===== src/rtl/dsp_mult_acc.sv =====
// -----------------------------------------------------------------------------
// dsp_mult_acc
//   Pipelined pre-adder / multiplier / post-adder accumulator slice.
//   Stage 1 registers the operands and the pre-adder result (b, b+d or b-d).
//   Stage 2 forms the full-precision signed product. It is registered when
//   MREG=1 and combinational when MREG=0.
//   Stage 3 adds the product, or its negation, to either c or the current p.
//   It also adds carry_in and registers p, carry_out and a sticky ovf flag.
//
// Ports
//   clk        rising-edge clock
//   rst        asynchronous active-low reset, clears every register
//   ce         clock enable for every register
//   in_valid   a, b, d, c, opmode and carry_in are valid this cycle
//   a          signed multiplier operand        [WIDTH_IN-1:0]
//   b, d       signed pre-adder operands        [WIDTH_IN-1:0]
//   c          post-adder load operand          [WIDTH_ACC-1:0]
//   opmode     0: pre-add enable, 1: pre-subtract, 2: accumulate,
//              3: post-subtract
//   carry_in   carry into the post-adder
//   p          accumulator register             [WIDTH_ACC-1:0]
//   carry_out  registered carry out of the post-adder MSB
//   out_valid  p was updated by a valid op on the last enabled edge
//   ovf        sticky signed-overflow flag
// -----------------------------------------------------------------------------
module dsp_mult_acc #(
  parameter int MREG      = 1,
  parameter int WIDTH_IN  = 18,
  parameter int WIDTH_ACC = 48
) (
  input  logic                 clk,
  input  logic                 rst,
  input  logic                 ce,
  input  logic                 in_valid,
  input  logic [WIDTH_IN-1:0]  a,
  input  logic [WIDTH_IN-1:0]  b,
  input  logic [WIDTH_IN-1:0]  d,
  input  logic [WIDTH_ACC-1:0] c,
  input  logic [3:0]           opmode,
  input  logic                 carry_in,
  output logic [WIDTH_ACC-1:0] p,
  output logic                 carry_out,
  output logic                 out_valid,
  output logic                 ovf
);

  localparam int PRE_W  = WIDTH_IN + 1;
  localparam int PROD_W = 2 * WIDTH_IN + 1;

  // Pre-adder: the result is one bit wider so b+d and b-d never wrap.
  function automatic logic signed [PRE_W-1:0] pre_add(
    input logic signed [WIDTH_IN-1:0] bv,
    input logic signed [WIDTH_IN-1:0] dv,
    input logic [1:0]                 mode
  );
    logic signed [PRE_W-1:0] bx;
    logic signed [PRE_W-1:0] dx;
    logic signed [PRE_W-1:0] res;
    bx  = {bv[WIDTH_IN-1], bv};
    dx  = {dv[WIDTH_IN-1], dv};
    res = bx;
    if (mode[0]) res = mode[1] ? (bx - dx) : (bx + dx);
    return res;
  endfunction

  // Two's-complement overflow: the addends agree in sign but the sum does not.
  function automatic logic signed_ovf(
    input logic z_msb,
    input logic x_msb,
    input logic s_msb
  );
    return (z_msb == x_msb) && (s_msb != z_msb);
  endfunction

  logic signed [WIDTH_IN-1:0]  a_p1;
  logic signed [PRE_W-1:0]     pre_p1;
  logic        [WIDTH_ACC-1:0] c_p1;
  logic        [1:0]           mode_p1;   // {post-subtract, accumulate}
  logic                        cin_p1;
  logic                        vld_p1;

  logic signed [PROD_W-1:0]    a_x;
  logic signed [PROD_W-1:0]    pre_x;
  logic signed [PROD_W-1:0]    mult_out;

  logic signed [PROD_W-1:0]    prod_p2;
  logic        [WIDTH_ACC-1:0] c_p2;
  logic        [1:0]           mode_p2;
  logic                        cin_p2;
  logic                        vld_p2;

  logic        [WIDTH_ACC-1:0] x_ext;
  logic        [WIDTH_ACC-1:0] x_s3;
  logic        [WIDTH_ACC-1:0] z_s3;
  logic        [WIDTH_ACC:0]   sum_s3;
  logic                        ovf_s3;

  // ---- stage 1: operand capture and pre-adder ----
  always_ff @(posedge clk or negedge rst) begin
    if (!rst) begin
      a_p1    <= '0;
      pre_p1  <= '0;
      c_p1    <= '0;
      mode_p1 <= '0;
      cin_p1  <= 1'b0;
      vld_p1  <= 1'b0;
    end else if (ce) begin
      a_p1    <= a;
      pre_p1  <= pre_add(b, d, opmode[1:0]);
      c_p1    <= c;
      mode_p1 <= opmode[3:2];
      cin_p1  <= carry_in;
      vld_p1  <= in_valid;
    end
  end

  // ---- stage 2: full-precision multiply ----
  // Both factors are widened to the product width first. The product of the
  // two most negative values then comes out exact and positive.
  assign a_x      = {{(PROD_W-WIDTH_IN){a_p1[WIDTH_IN-1]}}, a_p1};
  assign pre_x    = {{(PROD_W-PRE_W){pre_p1[PRE_W-1]}}, pre_p1};
  assign mult_out = a_x * pre_x;

  generate
    if (MREG != 0) begin : g_mreg
      always_ff @(posedge clk or negedge rst) begin
        if (!rst) begin
          prod_p2 <= '0;
          c_p2    <= '0;
          mode_p2 <= '0;
          cin_p2  <= 1'b0;
          vld_p2  <= 1'b0;
        end else if (ce) begin
          prod_p2 <= mult_out;
          c_p2    <= c_p1;
          mode_p2 <= mode_p1;
          cin_p2  <= cin_p1;
          vld_p2  <= vld_p1;
        end
      end
    end else begin : g_mbypass
      assign prod_p2 = mult_out;
      assign c_p2    = c_p1;
      assign mode_p2 = mode_p1;
      assign cin_p2  = cin_p1;
      assign vld_p2  = vld_p1;
    end
  endgenerate

  // ---- stage 3: post-adder / accumulator ----
  // The sum is formed one bit wider, unsigned, so its top bit is the carry out.
  assign x_ext  = {{(WIDTH_ACC-PROD_W){prod_p2[PROD_W-1]}}, prod_p2};
  assign x_s3   = mode_p2[1] ? -x_ext : x_ext;
  assign z_s3   = mode_p2[0] ? p : c_p2;
  assign sum_s3 = {1'b0, z_s3} + {1'b0, x_s3} + {{WIDTH_ACC{1'b0}}, cin_p2};
  assign ovf_s3 = signed_ovf(z_s3[WIDTH_ACC-1], x_s3[WIDTH_ACC-1],
                             sum_s3[WIDTH_ACC-1]);

  always_ff @(posedge clk or negedge rst) begin
    if (!rst) begin
      p         <= '0;
      carry_out <= 1'b0;
      ovf       <= 1'b0;
      out_valid <= 1'b0;
    end else if (ce) begin
      out_valid <= vld_p2;
      if (vld_p2) begin
        p         <= sum_s3[WIDTH_ACC-1:0];
        carry_out <= sum_s3[WIDTH_ACC];
        // ovf is sticky: an overflow sets it, and only a clean load clears it.
        if (ovf_s3)           ovf <= 1'b1;
        else if (!mode_p2[0]) ovf <= 1'b0;
      end
    end
  end

endmodule


===== config.mk =====
export PLATFORM = sky130hd
export DESIGN_NAME = dsp_mult_acc
export DESIGN_NICKNAME = d
export VERILOG_FILES = /design/src/rtl/dsp_mult_acc.sv
export SDC_FILE = /design/constraint.sdc
export NUM_CORES = 2
export LEC_CHECK = 0
export ABC_AREA = 1
export BUFFER_PORTS_ARGS = -buffer_cell sky130_fd_sc_hd__buf_4
export CORE_ASPECT_RATIO = 0.7
export CORE_MARGIN = 5
export CORE_UTILIZATION = 33
export DETAILED_ROUTE_END_ITERATION = 6
export GPL_ROUTABILITY_DRIVEN = 1
export REMOVE_ABC_BUFFERS = 1
export SLEW_MARGIN = 5
export SYNTH_ARGS = -nofsm -noshare
export SYNTH_HDL_FRONTEND = slang
export SYNTH_SLANG_ARGS = --single-unit

===== constraint.sdc =====
create_clock -name clk -period 5.8 [get_ports clk]
set_clock_uncertainty 0.05 [all_clocks]
set_input_delay 0.87 -clock clk [delete_from_list [all_inputs] [get_ports clk]]
set_output_delay 0.87 -clock clk [all_outputs]
set_load 0.03 [all_outputs]

# Yosys cells after proc, flatten, opt, wreduce, memory -nomap -nowiden

Cells that the tools add are included.
Widths: inputs -> output; s select.

Flip-flop bits (word level): 229
Bits in latches: 0
Bits in writable memories: 0
Memory bits (read-only): 0
Input port bits: 111
Output and inout bits: 51
Word-level logic and storage cells: 33
Memories: 0

Add/sub/neg operators: 5
Multipliers: 1
Div/mod/pow operators: 0
Magnitude comparators: 0
Eq/ne operators: 3
Shift operators: 0
Multiplexer cells: 6
Bitwise gates (word level): 0
Reductions and logical operators: 3

Operators with widths:

| kind               | count |
|---|---|
| $mux 48            | 2 |
| $add 48x48->49     | 1 |
| $add 49x1->49      | 1 |
| $neg 48->48        | 1 |
| $mux 19            | 2 |
| $mul 18x19->37     | 1 |
| $add 18x18->19     | 1 |
| $sub 18x18->19     | 1 |
| $reduce_and 3->1   | 1 |
| $mux 1             | 2 |
| $ne 2x1->1 const B | 1 |
| $reduce_and 2->1   | 1 |
| $eq 1x1->1         | 1 |
| $logic_and 1x1->1  | 1 |
| $ne 1x1->1         | 1 |

# Logic depth before layout (Yosys ltp)

Depth after elaboration: 8
Mapped depth: 29

# Worst setup path before layout

No wires, ideal clock.

Kind: register to register
Start point: reg pre_p1[18]
End point: reg prod_p2[36]
Library setup time: 0.118 ns
Arrival: 5.872 ns
Slack: -0.240 ns
Cell stages (with the launch flop): 25
Clock period less this slack: 6.040 ns
Path through: dfrtp_1 -> clkbuf_1 -> buf_1 -> nand2_1 -> fa_1 -> fa_1 -> inv_1 -> fa_1 -> fa_1 -> fa_1 -> inv_1 -> fa_1 -> inv_1 -> ha_1 -> nand2_1 -> nor2_1 -> inv_1 -> nor2_1 -> inv_1 -> o21ai_0 -> inv_1 -> nand2_1 -> nand2_1 -> nand3_1 -> nand2_1

Word-level cells in the longest chain between the ends: 1

RTL lines:

| item                   | RTL line | text |
|---|---|---|
| from (decl)            | 76       | `logic signed [PRE_W-1:0] pre_p1;` |
| from (signal assigned) | 109      | `pre_p1 <= pre_add(b, d, opmode[1:0]);` |
| $mul 18x19->37         | 122      | `assign mult_out = a_x * pre_x;` |
| to (signal assigned)   | 134      | `prod_p2 <= mult_out;` |
| to (decl)              | 86       | `logic signed [PROD_W-1:0] prod_p2;` |

No other way between the ends.
A chain may end at the register's enable or synchronous reset.

# Worst setup path in the final report

Start point: reg pre_p1[18]
End point: reg prod_p2[33]

Same word-level chain as after synthesis.

==> impl_metrics.tcl <==
set metrics [dict create \
    cp_max_fo 7 \
    finalMaxSlewViolations 0 \
    finalWorstSetupSlack_ns 0.153 \
    crit_path_frequent_cell "fa_1" \
    finalSetupViolCount 0 \
    port_buffers 161 \
    maxCapViolCount 0 \
    crit_arrival_ns 6.07 \
    pre_cts_slack_ns -0.313 \
    overflow 0 \
    rows 91 \
    initial_core_util 0.331 \
    drc_errors 0 \
    place.gp.congestion 0.982 \
    dieArea_sq_mm 0.0943 \
    critical_path_required_ns 6.22 \
    layout_commonest_cell "nand2_1" \
    drt_iter0_markers 2297 \
    gr-usage-all-layers 0.201 \
    holdBufCountCts 0 \
    yosysSeqAreaShare 0.197 \
    grt_max_degree 100 \
    cts.sinks 229 \
    hold_path_class "in -> async" \
    fillerInstances 9072 \
    first_pass_iters 5 \
    critPathBufInv 3 \
    ys_ff_latch 229 \
    synthToLayoutAreaGrowth_pct 21.2 \
    via_per_inst 4.76 \
    ant_nets 0 \
    vias 26600 \
    syn_area_sq_mm 0.0291 \
    routed_wl_microns 95500 \
    cts_buffer_depth 3 \
    netlist_instances 4114 \
    nNetsFinal 5026 \
    post-route-min-period_ns 5.65 \
    wire_per_inst_microns 17.1 \
    end_kind "flop" \
    dpl.hpwl_microns 79000 \
    max_stage_delay_ns 0.63 \
    core-area_sq_mm 0.0878 \
    cts_tree "done" \
    synth_edf_count 0 \
    crit_chain "buf_6 > nand2_4 > fa_2 > fa_2 > clkinvlp_4 > buf_4 > fa_1 > fa_1 > fa_1 > fa_1 > ha_4 > a21oi_1 > o21ai_0 > nand2_1 > o211ai_1 > a21oi_1 > nand3_1 > nand3_1 > nand2_1" \
    worst_pin_slew_ns 0.902 \
    async_flop_share 1.00 \
    ys_types 49 \
    finalSetupTns_ns 0 \
    syn_avg_cell_area_sq_um 7.07 \
    cts_buffers 27 \
    crit_type "reg -> reg" \
    synth_warnings 0 \
    crit_path_start_kind "flop" \
    die_w_microns 365 \
    cts_htree_levels 1 \
    hold_viol 0 \
    grt_pass1_vias 25900 \
    period_share 0.974 \
    drive_gt1_frac 0.159 \
    clk_pin_slew_worst_paths_ns 0.07 \
    io_pins 162 \
    insertion_delay_ns 0.59 \
    crit_family "adder cells" \
    critPathSlowestCell "fa_1" \
    layout_common_cells "1,260 x nand2_1, 872 x inv_1, 361 x buf_4, 337 x fa_1" \
    run_status "completed" \
    ys.flop_type "dfrtp_1" \
    fmax_mhz 177 \
    slew_headroom 0.392 \
    antenna_found_initial 1 \
    rsz0062_at_grt "true" \
    grt_pass1_wl_microns 149000 \
    dieHeight_microns 258 \
    cts_root_buf "clkbuf_16" \
]
-- what timing repair did --
item / 4_1_cts / 5_1_grt
pin swaps: 1 / 78
setup buffers: 6 / 25
gates resized for setup: 46 / 205
endpoints found under the setup margin: 21 / 24
-- registers in the layout (all words and copies together) (netlist names), 2 cells and up --
| register | cells |
|---|---|
| a_p1 | 18 |
| c_p1 | 48 |
| c_p2 | 48 |
| pre_p1 | 19 |
| prod_p2 | 37 |
| p | 48 |
| mode_p1 | 2 |
| mode_p2 | 2 |
-- metal layers --
| metal | routed length [microns] | GRT usage | part of all wire |
|---|---|---|---|
| met5 | 0 | 0 | 0 |
| met4 | 833 | 0.0174 | 0.0087 |
| met3 | 8570 | 0.0442 | 0.090 |
| met2 | 37500 | 0.281 | 0.39 |
| met1 | 48600 | 0.324 | 0.51 |
-- synthesized netlist by cell type (6+ instances only) --
library cell  count  share of area
buf_1            20         0.0026
nor3_1           20         0.0034
inv_1           891           0.12
a31oi_1          15         0.0032
nand3_2           7         0.0024
a21oi_1         133          0.023
inv_2            22         0.0028
dfrtp_1         229           0.20
fa_1            348           0.24
xnor2_1          31         0.0093
nand3_1         157          0.027
ha_1            162          0.070
clkbuf_1        118          0.015
xor2_1           59          0.018
or2_1             6         0.0013
o21ai_0         215          0.037
nand3b_1          7         0.0018
or2_2             7         0.0015
o21ai_1          20         0.0034
nand2_1        1292           0.17
a21oi_2           7         0.0021
nand4_1          40         0.0086
o21bai_1          8         0.0021
nor2_1          239          0.031
-- logic make-up after synthesis --
family,Yosys count,share of synthesized area
AND/OR/NAND/NOR,1803,0.251
buffers and inverters,1058,0.137
adder cells (fa/ha/maj),510,0.309
AO/OA/AOI/OAI,424,0.0785
flip-flops,229,0.197
XOR/XNOR,90,0.0271
-- layout make-up --
type / count / area, sq um / area share
Multi-Input combinational cell: 2827 / 20300 / 0.576
Antenna cell: 1 / 2.50 / 0.0000710
Timing Repair Buffer: 405 / 3450 / 0.0979
Sequential cell: 229 / 5760 / 0.163
Tap cell: 1162 / 1450 / 0.0413
Inverter: 915 / 3440 / 0.0977
Clock inverter: 10 / 101 / 0.00288
Clock buffer: 37 / 743 / 0.0211
-- worst register-to-register path, cell delays in order (launching register included) --
cell	delay (ns)
dfrtp_2	0.50
buf_6	0.16
nand2_4	0.06
fa_2	0.49
fa_2	0.59
clkinvlp_4	0.14
buf_4	0.16
fa_1	0.54
fa_1	0.44
fa_1	0.51
fa_1	0.63
ha_4	0.25
a21oi_1	0.24
o21ai_0	0.16
nand2_1	0.09
o211ai_1	0.10
a21oi_1	0.18
nand3_1	0.09
nand3_1	0.09
nand2_1	0.06
-- metrics by stage --
step / util / area [sq um] / instances / hold slack [ns]
2_1_floorplan: - / 28500 / 3971 / 0.387
3_3_place_gp: 0.378 / 33100 / 5507 / 0.406
3_5_place_dp: 0.378 / 33100 / 5507 / 0.409
4_1_cts: 0.389 / 34200 / 5560 / 0.190
5_1_grt: 0.401 / 35200 / 5585 / 0.218
6_report: 0.401 / 35200 / 5586 / 0.186
-- final timing paths --
path	slack [ns]	from	end	cells past startpoint
worst max-delay path	0.15	pre_p1[18]$_DFFE_PN0P_	prod_p2[33]$_DFFE_PN0P_	19
worst min-delay path	0.19	rst	c_p1[33]$_DFFE_PN0P_	1
worst max register to register	0.15	pre_p1[18]$_DFFE_PN0P_	prod_p2[33]$_DFFE_PN0P_	19
worst min register to register	0.42	c_p1[32]$_DFFE_PN0P_	c_p1[32]$_DFFE_PN0P_	2
max in group asynchronous	4.16	rst	a_p1[12]$_DFFE_PN0P_	2
min in group clk	0.42	c_p1[32]$_DFFE_PN0P_	c_p1[32]$_DFFE_PN0P_	2
Power is left out: the tool's default activity adds up to more than one toggle a clock period on the data nets, which glitch-free logic cannot reach.
